<file path="src/rtl/pd_pkg.sv">
// pd_pkg: shared widths, run FSM states and event record layout for the pattern-detect tracker.
package pd_pkg;
    localparam int LEN_W   = 8;
    localparam int STAMP_W = 16;
    localparam int CNT_W   = 32;

    typedef enum logic {PD_IDLE, PD_RUN} pd_state_e;

    typedef struct packed {
        logic [LEN_W-1:0]   len;
        logic [STAMP_W-1:0] stamp;
    } pd_evt_t;
endpackage

</file>
<file path="src/rtl/pd_evt_buf.sv">
// pd_evt_buf: single-entry valid/ready holding register; drops and flags records arriving while full.
module pd_evt_buf import pd_pkg::*; #(
    parameter int W = $bits(pd_evt_t)
) (
    input  logic         clk_i,
    input  logic         rst_ni,
    input  logic         clear_i,
    input  logic         in_valid,
    input  logic [W-1:0] in_data,
    input  logic         ready,
    output logic         valid,
    output logic [W-1:0] data,
    output logic         overflow
);
    logic load;

    // a handshake frees the slot in the same cycle, so accept-and-reload never drops
    always_comb load = in_valid & (~valid | ready);

    always_ff @(posedge clk_i or negedge rst_ni) begin
        if (!rst_ni) begin
            valid    <= 1'b0;
            data     <= '0;
            overflow <= 1'b0;
        end else if (clear_i) begin
            valid    <= 1'b0;
            data     <= '0;
            overflow <= 1'b0;
        end else begin
            valid    <= load ? 1'b1 : (valid & ~ready);
            overflow <= overflow | (in_valid & valid & ~ready);
            if (load) data <= in_data;
        end
    end
endmodule

</file>
<file path="src/rtl/pd_event_tracker.sv">
// pd_event_tracker: groups qualified match cycles into timestamped runs and reports runs meeting a length threshold.
module pd_event_tracker import pd_pkg::*; #(
    parameter int LEN_W   = pd_pkg::LEN_W,
    parameter int STAMP_W = pd_pkg::STAMP_W,
    parameter int CNT_W   = pd_pkg::CNT_W
) (
    input  logic               clk_i,
    input  logic               rst_ni,
    input  logic               en_i,
    input  logic               clear_i,
    input  logic               match_i,
    input  logic [LEN_W-1:0]   run_thresh_i,
    output logic               evt_valid_o,
    input  logic               evt_ready_i,
    output logic [LEN_W-1:0]   evt_len_o,
    output logic [STAMP_W-1:0] evt_stamp_o,
    output logic [CNT_W-1:0]   total_o,
    output logic               overflow_o
);
    localparam int EW = LEN_W + STAMP_W;

    pd_state_e          state_q, state_d;
    logic [STAMP_W-1:0] stamp_q, start_q;
    logic [LEN_W-1:0]   len_q, len_d, thr;
    logic [CNT_W-1:0]   total_q;
    logic               m, qualify, pend_v_q;
    logic [EW-1:0]      pend_q, evt_data;

    always_comb begin
        m       = en_i & match_i;
        state_d = m ? PD_RUN : PD_IDLE;
        len_d   = (state_q == PD_IDLE) ? LEN_W'(1) : (&len_q ? len_q : len_q + 1'b1);
        thr     = (run_thresh_i == '0) ? LEN_W'(1) : run_thresh_i;
        qualify = (state_q == PD_RUN) && !m && (len_q >= thr);
    end

    // the finished run is staged one cycle so a new run can start while the old one is emitted
    always_ff @(posedge clk_i or negedge rst_ni) begin
        if (!rst_ni) begin
            state_q  <= PD_IDLE;
            stamp_q  <= '0;
            start_q  <= '0;
            len_q    <= '0;
            total_q  <= '0;
            pend_v_q <= 1'b0;
            pend_q   <= '0;
        end else if (clear_i) begin
            state_q  <= PD_IDLE;
            stamp_q  <= '0;
            start_q  <= '0;
            len_q    <= '0;
            total_q  <= '0;
            pend_v_q <= 1'b0;
            pend_q   <= '0;
        end else begin
            state_q  <= state_d;
            pend_v_q <= qualify;
            if (en_i) stamp_q <= stamp_q + 1'b1;
            if (m) len_q <= len_d;
            if (m && state_q == PD_IDLE) start_q <= stamp_q;
            if (m && !(&total_q)) total_q <= total_q + 1'b1;
            if (qualify) pend_q <= {len_q, start_q};
        end
    end

    pd_evt_buf #(.W(EW)) u_buf (
        .clk_i    (clk_i),
        .rst_ni   (rst_ni),
        .clear_i  (clear_i),
        .in_valid (pend_v_q),
        .in_data  (pend_q),
        .ready    (evt_ready_i),
        .valid    (evt_valid_o),
        .data     (evt_data),
        .overflow (overflow_o)
    );

    assign {evt_len_o, evt_stamp_o} = evt_data;
    assign total_o = total_q;
endmodule

</file>
<file path="config.mk">
export PLATFORM = sky130hd
export DESIGN_NAME = pd_event_tracker
export DESIGN_NICKNAME = d
export VERILOG_FILES = /design/src/rtl/pd_pkg.sv /design/src/rtl/pd_evt_buf.sv /design/src/rtl/pd_event_tracker.sv
export SDC_FILE = /design/constraint.sdc
export NUM_CORES = 1
export LEC_CHECK = 0
export CAP_MARGIN = 20
export CORE_UTILIZATION = 55
export DETAILED_ROUTE_END_ITERATION = 12
export GPL_TIMING_DRIVEN = 1
export PLACE_DENSITY = 0.79
export SLEW_MARGIN = 5
export SYNTH_ARGS = -nofsm -noshare
export SYNTH_HDL_FRONTEND = slang
export SYNTH_SLANG_ARGS = --single-unit
</file>
<file path="constraint.sdc">
create_clock -name clk_i -period 3.65 [get_ports clk_i]
set_input_delay 0.5475 -clock clk_i [delete_from_list [all_inputs] [get_ports clk_i]]
set_output_delay 0.5475 -clock clk_i [all_outputs]
set_load 0.05 [all_outputs]
</file>
==> results.cfg, run 1 <==
[outcome]
status = finished clean

[logic_synthesis]
synth_common_cells = 124 x dfrtp_1, 51 x nand2b_1, 39 x a22o_1
synth_xor_area_share_pct = 2.97
muxShareOfSynthArea_pct = 5.13
synth_nets = 580
synth-adder-area-share_pct = 2.33
ys_seq_area_share_pct = 52.6
synthSimpleGateAreaFrac_pct = 21.8
synth_warnings = 0
synth_cell_types = 49
yosysMostFrequentCell = dfrtp_1
synth-seq-cells = 124
synth_cells = 555
synth_edf_count = 0
async_flop_share_pct = 100
syn_area_sq_um = 5900
synthTopCellsByArea = dfrtp_1 53%, a22o_1 5.8%, nand2b_1 5.4%
synth_top_area_cell = dfrtp_1
synth_top_family_by_area = simple AND/OR/NAND/NOR gates
avgSynthCellArea_sq_um = 10.6
synth-main-ff-cell = dfrtp_1
synth_compound_area_share_pct = 12.4
synth_top_area_share_pct = 52.6

[cts]
cts.path.max_buffers = 2
cts_setup_buffers = 0
cts_max_level = 4
cts_inserted_buffers = 17
cts_hold_buf = 0
cts.clk_slew.worst_paths_ps = 60
clockRootBuffer = clkbuf_8
clk_latency_ps = 510
cts_tree = done
clock_sinks = 124
postCtsResizedCells = 0

[routing]
totalWireLength_microns = 12100
vias = 4430
drt-pass1-iter-count = 4
routedWlPerCell_microns = 15.6
detail-route-antenna-nets = 0
drt-vias-per-instance = 5.72
drtIter0Drc = 262
remaining_drc_errors = 0

[sta]
slew_viol_final = 0
fin_crit_ps = 2490
fmax_ghz = 0.402
fin_crit_sh_pct = 68.2
setup-tns-final_ps = 0
relSlewSlack_pct = 34.7
tightest_slew_ps = 976
setup_viol = 0
hold_viol = 0
setup_ws_ps = 1160
fin_skew_ps = 13.6
rsz0062_at_grt = no

[critical_path]
timing.rr.end = total_o[10]$_DFFE_PN0P_
required_ps = 4070
worstSetupPathType = reg -> reg
rrSetupSlack_ps = 1160
reg2reg_depth = 5
r2r-start = total_o[7]$_DFFE_PN0P_
start_kind = register
arrival_ps = 2910
cp_max_fo = 11
cp-end-kind = register

[place]
place_ws_ps = 825
hpwl_microns = 8040
portBuffers = 71
gp_congestion = 0.798

[die]
die_w_microns = 106
fp.dieArea_sq_um = 11200
initial_core_util_pct = 56.9
die_y_microns = 106
ioPinCount = 72
rows = 37
core_sq_um = 10400

[grt]
grt_max_degree = 65
grtUsageTotal_pct = 23.6
grt_pass1_wl_microns = 20900
antenna_found_initial = 0
grt_overflow = 0
grt_pass1_vias = 4271

[flow_run]
max_cap_violations = 0

[layout]
fill_cells = 743
num_antenna_cells = 0
final_nets = 650
drive_gt1_share_pct = 8.46
area_growth_pct = 24.2

[pwr]
vdd_drop_max_v = 0.000255
p_leak_nw = 3.12
powerDensity_nw_per_um2 = 430

[worst_hold_path]
hp-class = in -> async
-- area by class of cell --
| class | instances | area, sq um | area share, % |
|---|---|---|---|
| clock buffer | 19 | 432 | 5.89 |
| clock inverter | 13 | 154 | 2.10 |
| inverter | 13 | 48.8 | 0.666 |
| multi-input combinational | 389 | 2640 | 36.0 |
| sequential | 124 | 3100 | 42.3 |
| tap | 136 | 170 | 2.32 |
| timing repair buffer | 80 | 783 | 10.7 |
-- sequential cells by signal, summed over array words and instances (netlist names) --
| signal | flops |
|---|---|
| len_q | 8 |
| pend_q | 24 |
| pend_v_q | 1 |
| stamp_q | 16 |
| start_q | 16 |
| state_q | 1 |
| total_o | 32 |
| u_buf.data | 24 |
| u_buf.overflow | 1 |
| u_buf.valid | 1 |
-- layout by cell type, fill, tap and decap left out, drive strengths merged, types with 4 or more instances in the layout --
cell type / instances
nand2: 25
mux2i: 25
or3: 17
inv: 19
clkdlybuf4s50: 69
clkbuf: 19
nor2b: 6
nor2: 35
nor3: 8
buf: 11
nand2b: 51
mux2: 4
nor4: 4
dfrtp: 124
nand3: 17
o21ai: 18
a22o: 39
nand4: 18
ha: 11
a21oi: 34
xnor2: 4
and2: 6
xor2: 16
o31ai: 7
and4: 6
or4: 7
and3: 8
-- worst max path at each step --
stage,from,endpoint,slack (ps),depth (start not counted)
2_1_floorplan,run_thresh_i[3],pend_q[0]$_DFFE_PN0P_,1210,9
3_3_place_gp,run_thresh_i[3],pend_v_q$_DFF_PN0_,920,10
3_5_place_dp,en_i,total_o[19]$_DFFE_PN0P_,830,7
4_1_cts,total_o[7]$_DFFE_PN0P_,total_o[10]$_DFFE_PN0P_,1200,5
5_1_grt,total_o[7]$_DFFE_PN0P_,total_o[10]$_DFFE_PN0P_,940,5
6_report,total_o[7]$_DFFE_PN0P_,total_o[10]$_DFFE_PN0P_,1160,5
-- worst max-delay path, cell delays in order (launching register included) --
cell	delay, ps
dfrtp_1	470
nand4_4	170
or4_4	530
o31ai_1	830
o21ai_0	230
a21oi_1	180
-- report_power, final --
part	internal [mW]	leakage (nW)	switching [mW]
combinational	0.0392	1.11	0.0762
sequential	1.38	1.73	0.00728
clock	1.01	0.281	0.642
total	2.43	3.12	0.725
-- metrics by stage --
stage	total power, mW	util (%)	hold slack, ps	std cells	area [sq um]
after floorplan	1.47	-	252	555	5900
after global placement	1.53	65.0	453	742	6750
after detailed placement	1.53	65.0	475	742	6750
after CTS	3.18	70.7	132	774	7330
after global routing	3.26	70.7	160	774	7330
final	3.15	70.7	125	774	7330
-- per-layer routing --
metal / vias to the layer above / GRT usage, % / wire length (microns)
li1: 2145 / - / -
met1: 2173 / 32.4 / 5640
met3: 2 / 6.37 / 552
met4: 0 / 6.65 / 39
met2: 110 / 37.0 / 5860
met5: - / 0 / 0
-- cell families (layout without fill, tap and decap cells) --
logic type / count (synthesis) / count (layout)
and+or+nand+nor: 221 / 221
muxes: 29 / 29
buffers and inverters: 42 / 125
AOI/OAI and AO/OA: 108 / 108
adders and majority gates: 11 / 11
xor gates and xnor gates: 20 / 20
DFF: 124 / 124
(Power assumes the default switching activity.)
==> run 2: changes to the inputs <==
--- a/config.mk
+++ b/config.mk
@@ -6,10 +6,10 @@
 export NUM_CORES = 1
 export LEC_CHECK = 0
 export CAP_MARGIN = 20
-export CORE_UTILIZATION = 55
+export CORE_UTILIZATION = 50
 export DETAILED_ROUTE_END_ITERATION = 12
 export GPL_TIMING_DRIVEN = 1
-export PLACE_DENSITY = 0.79
+export PLACE_DENSITY = 0.76
 export SLEW_MARGIN = 5
 export SYNTH_ARGS = -nofsm -noshare
 export SYNTH_HDL_FRONTEND = slang
==> constraint.sdc (replaced) <==
create_clock -name clk_i -period 2.1 [get_ports clk_i]
set_input_delay 0.315 -clock clk_i [delete_from_list [all_inputs] [get_ports clk_i]]
set_output_delay 0.315 -clock clk_i [all_outputs]
set_load 0.05 [all_outputs]
==> run 2 against run 1 <==
Non-clock buffer count increased by 64. Setup slack got worse by 1200 ps. Cell area increased by 9.7%. Core utilization decreased by 0.58 points. Critical endpoint is now pend_q[13]$_DFFE_PN0P_. Largest power group unchanged. The flow now finishes with violations (negative setup slack). Routed wire length increased by 14%.
==> results.cfg, run 2 (synthesized netlist as in run 1, its figures left out) <==
[layout]
drive_gt1_share_pct = 20.9
final_nets = 714
area_growth_pct = 36.2
layout_common_cells = 107 x dfrtp_1, 64 x clkdlybuf4s50_1, 64 x buf_4
mostFrequentLayoutCell = dfrtp_1
regArea_sq_um = 3120
multi_input_area_sq_um = 2710
num_antenna_cells = 0
largest_reg_flops = 32
stdcell_area_sq_um = 8040
fill_cells = 811

[sta]
setup-tns-final_ps = -65.2
fin_skew_ps = 9.65
setup_viol = 3
tightest_slew_ps = 922
setup_ws_ps = -49.1
rsz0062_at_grt = yes
holdWs_ps = 311
relSlewSlack_pct = 38.3
hold_viol = 0
slew_viol_final = 0
fin_crit_ps = 2150
fmax_ghz = 0.465
fin_crit_sh_pct = 102

[routing]
totalWireLength_microns = 13800
drt-pass1-iter-count = 5
drtIter0Drc = 217
drt-vias-per-instance = 5.62
remaining_drc_errors = 0
detail-route-antenna-nets = 0
vias = 4752
routedWlPerCell_microns = 16.3

[place]
portBuffers = 71
postPlaceCellArea_sq_um = 7250
hpwl_microns = 9190
gp_congestion = 0.830

[worst_hold_path]
hp-class = in -> async

[cts]
clockRootBuffer = clkbuf_16
cts.path.max_buffers = 2
clock_sinks = 124
clk_latency_ps = 410
cts.clk_slew.worst_paths_ps = 50
cts_max_level = 4
cts_tree = done
cts_inserted_buffers = 17

[critical_path]
start_kind = primary input
r2r-start = total_o[17]$_DFFE_PN0P_
rrSetupSlack_ps = 30
arrival_ps = 2470
required_ps = 2420
worstSetupPathType = in -> reg
startpoint = run_thresh_i[1]
cp_max_fo = 9
reg2reg_depth = 6
timing.rr.end = total_o[13]$_DFFE_PN0P_
crit_path_end = pend_q[13]$_DFFE_PN0P_
cp-end-kind = register

[grt]
grt_pass1_wl_microns = 22600
antenna_found_initial = 0
grt_overflow = 0
grt_max_degree = 54
grtUsageTotal_pct = 22.9
grt_pass1_vias = 4815

[pwr]
seqPwrFrac_pct = 42.8
p_sw_mw = 1.18
p_clk_share_pct = 52.9
switching_share_pct = 20.9
vdd_drop_max_v = 0.000631
p_leak_nw = 3.51
powerDensity_nw_per_um2 = 700
cell_internal_pwr_mw = 4.45
power.total_mw = 5.63
pwr-share-comb_pct = 4.2

[die]
initial_core_util_pct = 51.5
core_sq_um = 11500
ioPinCount = 72
die_w_microns = 111
rows = 39
die_y_microns = 111
fp.dieArea_sq_um = 12200

[flow_run]
max_cap_violations = 0

[outcome]
violations = negative setup slack
status = finished, violations left
==> run 2: cell count changes in the layout (fill, tap and decap cells not counted), moves of 3 or more <==
cell | previous run | this run
buf_4 | 9 | 64
dfrtp_1 | 124 | 107
dfrtp_2 | 0 | 17
clkdlybuf4s50_1 | 69 | 64
dlymetal6s2s_1 | 0 | 5
inv_6 | 6 | 1
buf_12 | 1 | 4
clkbuf_16 | 16 | 19
clkinv_2 | 0 | 3
==> run 2: per-stage QoR <==
step / setup slack (ps) / util [%] / instances
2_1_floorplan: -149 / - / 555
3_3_place_gp: -307 / 63.2 / 808
4_1_cts: -26.1 / 69.0 / 843
3_5_place_dp: -331 / 63.2 / 808
6_report: -49.1 / 70.1 / 845
5_1_grt: -109 / 70.1 / 845
==> run 2: repair_timing <==
item | 4_1_cts | 5_1_grt
buffers inserted | 2 | 1
resized for setup | 5 | 18
gates cloned | 0 | 2
hold buffers | 1 | 0
pin swaps | 1 | 11
hold endpoints to repair | 11 | 0
setup endpoints to repair | 8 | 38
==> run 2: how the worst min path moves through the flow <==
| stage | startpoint | endpoint | depth (start not counted) |
|---|---|---|---|
| after global placement | rst_ni | u_buf.data[22]$_DFFE_PN0P_ | 1 |
| final | rst_ni | u_buf.data[19]$_DFFE_PN0P_ | 2 |
| after detailed placement | rst_ni | u_buf.data[19]$_DFFE_PN0P_ | 1 |
| after floorplan | rst_ni | len_q[0]$_DFFE_PN0P_ | 0 |
| after CTS | rst_ni | pend_q[20]$_DFFE_PN0P_ | 2 |
| after global routing | rst_ni | pend_q[20]$_DFFE_PN0P_ | 2 |
==> run 2: final cells by class <==
cell class              instances  area share (%)
inverters                      13           0.607
clock buffers                  22            5.90
repair buffers                144            17.0
flip-flops and latches        124            38.9
multi-input cells             389            33.7
clock inverters                10            1.71
well taps                     143            2.23
==> run 2: critical path, stage by stage <==
cell             delay, ps
clkdlybuf4s50_1        480
inv_1                   60
a41o_1                 210
ha_1                   270
nand2b_4               120
a21oi_2                 60
o21a_1                 220
o22ai_4                270
clkbuf_16              240
mux2i_1                220
==> run 2: per-layer routing <==
| layer | vias up | track usage, % | share of wire (%) |
|---|---|---|---|
| met5 | - | 0 | 0 |
| met1 | 2354 | 27.5 | 42 |
| met4 | 0 | 9.69 | 1.8 |
| li1 | 2259 | - | - |
| met2 | 120 | 38.0 | 51 |
| met3 | 19 | 7.16 | 5.2 |
==> run 2: power groups by stage <==
stage	clock network [mW]	logic [mW]	registers, mW
after global routing	3.13	0.267	2.41
after global placement	0	0.223	2.45
final	2.98	0.239	2.41
after detailed placement	0	0.232	2.45
after floorplan	0	0.0978	2.46
after CTS	3.01	0.234	2.41
